[src/rtl/sha2_msg_sched_if.sv]
// Stream interface for the SHA-256 message-schedule expander: input word stream,
// output schedule stream, abort and status. The block-count signal exists only when
// SHA2_SCHED_BLKCNT_EN is defined.
interface sha2_msg_sched_if;
  logic        abort_i;
  logic        in_valid_i;
  logic        in_ready_o;
  logic [31:0] in_word_i;
  logic        out_valid_o;
  logic        out_ready_i;
  logic [31:0] out_word_o;
  logic [5:0]  out_idx_o;
  logic        busy_o;
`ifdef SHA2_SCHED_BLKCNT_EN
  logic [15:0] blk_cnt_o;
`endif

  // Expander side
  modport slave (
    input  abort_i,
    input  in_valid_i,
    output in_ready_o,
    input  in_word_i,
    output out_valid_o,
    input  out_ready_i,
    output out_word_o,
    output out_idx_o,
    output busy_o
`ifdef SHA2_SCHED_BLKCNT_EN
    ,
    output blk_cnt_o
`endif
  );

  // Producer/consumer side
  modport master (
    output abort_i,
    output in_valid_i,
    input  in_ready_o,
    output in_word_i,
    input  out_valid_o,
    output out_ready_i,
    input  out_word_o,
    input  out_idx_o,
    input  busy_o
`ifdef SHA2_SCHED_BLKCNT_EN
    ,
    input  blk_cnt_o
`endif
  );
endinterface

[src/rtl/sha2_msg_sched.sv]
// SHA-256 message-schedule expander. Takes W[0..15] of a block, emits W[0..63]
// one word per output handshake. W[16..63] are generated in place in a 16-entry
// circular buffer. Optional completed-block counter: SHA2_SCHED_BLKCNT_EN.
module sha2_msg_sched (
  input  logic             clk_i,
  input  logic             rst_i,
  sha2_msg_sched_if.slave  bus
);

  typedef enum logic [0:0] {StLoad, StExpand} state_e;

  state_e      state_q, state_d;
  logic [5:0]  t_q, t_d;
  logic [31:0] wbuf_q [16];
  logic [31:0] wbuf_d [16];
  logic [31:0] out_word_q, out_word_d;
  logic [5:0]  out_idx_q, out_idx_d;
  logic        out_valid_q, out_valid_d;
  logic        busy_q, busy_d;

  logic        out_free;
  logic        out_hs;
  logic        in_ready;
  logic        accept;
  logic [31:0] w_new;
  logic [3:0]  idx_m2, idx_m7, idx_m15, idx_m16;

  function automatic logic [31:0] ssig0(input logic [31:0] x);
    return {x[6:0], x[31:7]} ^ {x[17:0], x[31:18]} ^ (x >> 3);
  endfunction

  function automatic logic [31:0] ssig1(input logic [31:0] x);
    return {x[16:0], x[31:17]} ^ {x[18:0], x[31:19]} ^ (x >> 10);
  endfunction

  // Handshake qualifiers; abort blocks any input acceptance in its cycle
  always_comb begin
    out_free = !out_valid_q || bus.out_ready_i;
    out_hs   = out_valid_q && bus.out_ready_i;
    in_ready = (state_q == StLoad) && out_free && !bus.abort_i;
    accept   = bus.in_valid_i && in_ready;
  end

  // Schedule recurrence; 4-bit index arithmetic wraps around the circular buffer
  always_comb begin
    idx_m2  = t_q[3:0] - 4'd2;
    idx_m7  = t_q[3:0] - 4'd7;
    idx_m15 = t_q[3:0] - 4'd15;
    idx_m16 = t_q[3:0];
    w_new   = ssig1(wbuf_q[idx_m2]) + wbuf_q[idx_m7] + ssig0(wbuf_q[idx_m15]) + wbuf_q[idx_m16];
  end

  // Next-state: load/expand FSM, buffer update, output register and busy flag
  always_comb begin
    state_d     = state_q;
    t_d         = t_q;
    wbuf_d      = wbuf_q;
    out_word_d  = out_word_q;
    out_idx_d   = out_idx_q;
    out_valid_d = out_valid_q;
    busy_d      = busy_q;
    if (bus.abort_i) begin
      state_d     = StLoad;
      t_d         = 6'd0;
      out_valid_d = 1'b0;
      busy_d      = 1'b0;
    end else begin
      if (out_hs) begin
        out_valid_d = 1'b0;
        if (out_idx_q == 6'd63) busy_d = 1'b0;
      end
      unique case (state_q)
        StLoad: begin
          if (accept) begin
            wbuf_d[t_q[3:0]] = bus.in_word_i;
            out_word_d       = bus.in_word_i;
            out_idx_d        = t_q;
            out_valid_d      = 1'b1;
            t_d              = t_q + 6'd1;
            // A new block may start in the same cycle the previous W[63] leaves
            if (t_q == 6'd0) busy_d = 1'b1;
            if (t_q == 6'd15) state_d = StExpand;
          end
        end
        StExpand: begin
          if (out_free) begin
            // W[t-16] sits in this slot and is consumed by w_new before being replaced
            wbuf_d[t_q[3:0]] = w_new;
            out_word_d       = w_new;
            out_idx_d        = t_q;
            out_valid_d      = 1'b1;
            t_d              = t_q + 6'd1;
            if (t_q == 6'd63) state_d = StLoad;
          end
        end
        default: state_d = StLoad;
      endcase
    end
  end

  // State registers
  always_ff @(posedge clk_i or posedge rst_i) begin
    if (rst_i) begin
      state_q     <= StLoad;
      t_q         <= 6'd0;
      for (int i = 0; i < 16; i++) wbuf_q[i] <= 32'd0;
      out_word_q  <= 32'd0;
      out_idx_q   <= 6'd0;
      out_valid_q <= 1'b0;
      busy_q      <= 1'b0;
    end else begin
      state_q     <= state_d;
      t_q         <= t_d;
      wbuf_q      <= wbuf_d;
      out_word_q  <= out_word_d;
      out_idx_q   <= out_idx_d;
      out_valid_q <= out_valid_d;
      busy_q      <= busy_d;
    end
  end

`ifdef SHA2_SCHED_BLKCNT_EN
  logic [15:0] blk_cnt_q, blk_cnt_d;

  // Counts W[63] handshakes; abort does not touch it
  always_comb begin
    blk_cnt_d = blk_cnt_q;
    if (out_hs && out_idx_q == 6'd63) blk_cnt_d = blk_cnt_q + 16'd1;
  end

  // Block counter register
  always_ff @(posedge clk_i or posedge rst_i) begin
    if (rst_i) blk_cnt_q <= 16'd0;
    else       blk_cnt_q <= blk_cnt_d;
  end

  assign bus.blk_cnt_o = blk_cnt_q;
`endif

  assign bus.in_ready_o  = in_ready;
  assign bus.out_valid_o = out_valid_q;
  assign bus.out_word_o  = out_word_q;
  assign bus.out_idx_o   = out_idx_q;
  assign bus.busy_o      = busy_q;

endmodule

[src/flat_wrapper.sv]
// flat-port wrapper written by rule: the top's interface ports become plain ports
module sha2_msg_sched_flat 
  (clk_i, rst_i, bus_abort_i, bus_in_valid_i, bus_in_ready_o, bus_in_word_i, bus_out_valid_o, bus_out_ready_i, bus_out_word_o, bus_out_idx_o, bus_busy_o);
  sha2_msg_sched_if bus_i ();
  input  logic clk_i;
  input  logic rst_i;
  input wire logic [$bits(bus_i.abort_i)-1:0] bus_abort_i;
  input wire logic [$bits(bus_i.in_valid_i)-1:0] bus_in_valid_i;
  output wire logic [$bits(bus_i.in_ready_o)-1:0] bus_in_ready_o;
  input wire logic [$bits(bus_i.in_word_i)-1:0] bus_in_word_i;
  output wire logic [$bits(bus_i.out_valid_o)-1:0] bus_out_valid_o;
  input wire logic [$bits(bus_i.out_ready_i)-1:0] bus_out_ready_i;
  output wire logic [$bits(bus_i.out_word_o)-1:0] bus_out_word_o;
  output wire logic [$bits(bus_i.out_idx_o)-1:0] bus_out_idx_o;
  output wire logic [$bits(bus_i.busy_o)-1:0] bus_busy_o;
  assign bus_i.abort_i = bus_abort_i;
  assign bus_i.in_valid_i = bus_in_valid_i;
  assign bus_in_ready_o = bus_i.in_ready_o;
  assign bus_i.in_word_i = bus_in_word_i;
  assign bus_out_valid_o = bus_i.out_valid_o;
  assign bus_i.out_ready_i = bus_out_ready_i;
  assign bus_out_word_o = bus_i.out_word_o;
  assign bus_out_idx_o = bus_i.out_idx_o;
  assign bus_busy_o = bus_i.busy_o;
  sha2_msg_sched u_core (.clk_i(clk_i), .rst_i(rst_i), .bus(bus_i));
endmodule
[config.mk]
export PLATFORM = sky130hd
export DESIGN_NAME = sha2_msg_sched_flat
export DESIGN_NICKNAME = d
export VERILOG_FILES = /design/src/rtl/sha2_msg_sched_if.sv /design/src/rtl/sha2_msg_sched.sv /design/src/flat_wrapper.sv
export SDC_FILE = /design/constraint.sdc
export NUM_CORES = 2
export LEC_CHECK = 0
export BUFFER_PORTS_ARGS = -buffer_cell sky130_fd_sc_hd__buf_4
export CAP_MARGIN = 40
export CORE_UTILIZATION = 54
export CTS_CLUSTER_DIAMETER = 30
export DETAILED_ROUTE_END_ITERATION = 10
export GPL_ROUTABILITY_DRIVEN = 0
export PLACE_DENSITY = 0.73
export REMOVE_ABC_BUFFERS = 1
export SLEW_MARGIN = 5
export SYNTH_ARGS = -nofsm -noshare
export SYNTH_HDL_FRONTEND = slang
export SYNTH_SLANG_ARGS = --single-unit
[constraint.sdc]
create_clock -name clk_i -period 18.55 [get_ports clk_i]
set_input_delay 2.7825 -clock clk_i [delete_from_list [all_inputs] [get_ports clk_i]]
set_output_delay 2.7825 -clock clk_i [all_outputs]
set_load 0.02 [all_outputs]
==> metrics.yaml <==
status: "finished, final reports clean"
rsz0062_at_grt: "false"
pin_count: 78
grt_use_total_pct: 35.07
portBuffers: 77
drive_gt1_share_pct: 28.95
syn-cell-area_mm2: 0.03661
cts_tree: "yes"
crit_path_max_fanout: 47
vias_per_cell: 7.099
dieWidth_um: 262.4
r2r_end: "u_core.wbuf_q[58]"
fin_crit_ns: 8.947
start_util_pct: 54.52
ys_seq_area_share_pct: 38.21
whs_path_depth: 2
die_h_um: 262.4
std_cell_rows: 95
drc: 0
worstHoldPathType: "flip-flop to flip-flop"
hold_path_startpoint: "u_core.bus.out_word_o[13]"
leakagePower_nw: 17.37
core-area_mm2: 0.06716
drv_cap: 0
timing.rr.start: "u_core.t_q[1]"
synth_seq_cells: 559
p_per_area_mw_per_mm2: 137.4
nFillCells: 4763
p_int_mw: 3.689
setup.worst_path.class: "flip-flop to flip-flop"
switching_share_pct: 36.65
synthCells: 3082
final_cell_mix: "dfrtp_1 (554), nand2_1 (545), o21ai_0 (532)"
cts_buffers: 113
drt-pass1-iter-count: 6
cts_resized: 0
synth.distinct_cells: 59
reg2reg_depth: 23
dp.cells: 3854
areaGrowthSynthToFinish_pct: 15.77
finalCritPeriodShare_pct: 48.23
seqPwrFrac_pct: 24.9
antenna_found_initial: 0
clk_pin_slew_ns: 0.05
overflow: 0
grt_max_degree: 134
grt_pass1_wl_mm: 181.6
wl_mm: 118.0
required_ns: 19.04
hold_viol_final: 0
pwr-share-comb_pct: 38.4
clkLatencyLatePin_ns: 0.68
h-tree-depth: 3
reg2reg_setup_slack_ns: 9.60
wire_per_inst_um: 29.03
relSlewSlack_pct: 31.96
ys.flop_type: "dfrtp_1"
min_to: "u_core.bus.out_word_o[13]"
hold_buffers: 0
nets: 3233
max_freq_mhz: 111.8
final_antenna_net_count: 0
fin_tns_setup_ns: 0
clockPowerShare_pct: 36.6
skew_ns: 0.03880
setup_viol: 0
slew_violations: 0
synth-edff-count: 0
tightest_slew_ns: 1.021
vias: 28859
initialDrtViolationCount: 3785
clock-sinks: 559
ir_drop_uv: 95.77
postLayoutCellArea_mm2: 0.04239
endpoint_kind: "flip-flop"
post_synth.cell_area_avg_um2: 11.88
fin_cells: 4065
place_area_mm2: 0.03833
post_cts_buffers: 0
dpl.hpwl_mm: 75.49
yosys_warnings: 0
synth_async_sr_flop_share_pct: 100.0
clk_path_buf_depth: 3
synth.top_cell.area_share_pct: 38.21
start_kind: "flip-flop"
synth_top_cell_by_area: "dfrtp_1"
switchingPower_mw: 2.134
die_area_mm2: 0.06885
grt_pass1_vias: 29350
layout_commonest_cell: "dfrtp_1"
yosys-top-cells-area: "dfrtp_1 (38%), mux4_2 (31%), o21ai_0 (7.3%)"
root_buffer: "clkbuf_16"
antenna_cells: 0
cp.arrival_ns: 9.44
-- kinds of logic after synthesis --
kind of cell	Yosys count	synth area share [%]
mux	546	32.45
flops	559	38.21
xor+xnor	146	3.554
simple gates	680	7.409
buf+inv	383	4.049
fa+ha+maj	99	4.654
compound gates	669	9.674
-- layer usage --
| layer | part of all wire, % | track usage (%) | vias up |
|---|---|---|---|
| met3 | 13 | 9.895 | 521 |
| met2 | 46 | 53.21 | 2243 |
| met5 | 0 | 0 | - |
| met4 | 6.8 | 21.80 | 0 |
| met1 | 35 | 45.05 | 14623 |
| li1 | - | - | 11472 |
-- worst max-delay path, cell delays in order, from the launching register on --
cell      delay [ns]
dfrtp_4         0.87
inv_1           0.26
ha_4            0.81
buf_4           0.55
buf_12          0.32
mux4_2          0.56
mux4_2          0.57
xnor2_1         0.25
xnor2_1         0.13
fa_1            0.52
inv_1           0.05
fa_1            0.52
inv_1           0.05
ha_1            0.26
a21o_1          0.18
a21oi_1         0.26
o211ai_1        0.22
a21oi_1         0.61
nor2_1          0.11
o21ai_0         0.35
xnor2_1         0.18
mux2i_1         0.67
buf_4           0.29
o21ai_0         0.11
-- through the flow --
step	util, %	hold slack, ns	power, mW	worst slack, ns
finish	63.12	0.4758	5.823	9.603
detailed placement	57.07	0.4714	3.628	9.819
CTS	63.08	0.4813	5.779	9.692
global route	63.12	0.5057	6.070	9.190
global placement	56.28	0.4659	3.550	9.561
floorplan	-	0.4773	3.078	-5.002
-- worst max-delay path by stage --
| stage | to | slack [ns] | from | cells past startpoint |
|---|---|---|---|---|
| floorplan | u_core.wbuf_q[157] | -5.00 | u_core.t_q[0] | 21 |
| global placement | u_core.wbuf_q[348] | 9.56 | u_core.t_q[0] | 21 |
| detailed placement | u_core.wbuf_q[58] | 9.82 | u_core.t_q[0] | 23 |
| CTS | u_core.wbuf_q[58] | 9.69 | u_core.t_q[0] | 23 |
| global route | u_core.wbuf_q[312] | 9.19 | u_core.t_q[0] | 23 |
| finish | u_core.wbuf_q[58] | 9.60 | u_core.t_q[1] | 23 |
-- synthesized netlist by cell type, types with 2 or more instances --
cell / n
dfrtp_1: 559
nand2_1: 553
o21ai_0: 532
mux4_2: 511
clkbuf_1: 209
xnor2_1: 125
inv_1: 112
a21oi_1: 64
fa_1: 62
nor2_1: 51
ha_1: 37
buf_1: 33
buf_2: 27
nand3_1: 20
xor2_1: 18
mux2i_1: 16
a21o_1: 15
nor3_1: 15
a31oi_1: 14
o21a_1: 11
and3_1: 10
mux2_1: 10
mux2_2: 9
nand4_1: 8
nor2b_1: 7
o21bai_1: 6
and2_1: 4
o21ai_1: 4
nand3b_1: 3
a211oi_1: 2
a22oi_1: 2
nand2b_1: 2
o211a_1: 2
o221ai_1: 2
or3_1: 2
xnor2_2: 2
-- registers in the layout, summed over array words and instances, names as in the netlist --
register and flops:
u_core.t_q 6, u_core.bus.out_valid_o 1, u_core.wbuf_q 512, u_core.state_q 1
u_core.bus.busy_o 1, u_core.bus.out_word_o 32, u_core.bus.out_idx_o 6
-- power groups by stage --
stage,Clock (mW),Combinational (mW),Sequential (mW)
after CTS,2.14,2.19,1.45
after global routing,2.20,2.40,1.46
final,2.13,2.24,1.45
after floorplan,0,1.60,1.48
after global placement,0,2.10,1.45
after detailed placement,0,2.17,1.46
-- final cells by class --
| type | count | area, µm² | area share, % |
|---|---|---|---|
| multi-input combinational | 2140 | 21290 | 50.23 |
| sequential | 559 | 14000 | 33.03 |
| inverter | 112 | 427.9 | 1.010 |
| clock buffer | 143 | 3133 | 7.391 |
| tap | 873 | 1092 | 2.577 |
| clock inverter | 67 | 900.9 | 2.125 |
| timing repair buffer | 171 | 1541 | 3.637 |
Note: power is estimated with default switching activity, not from simulation.
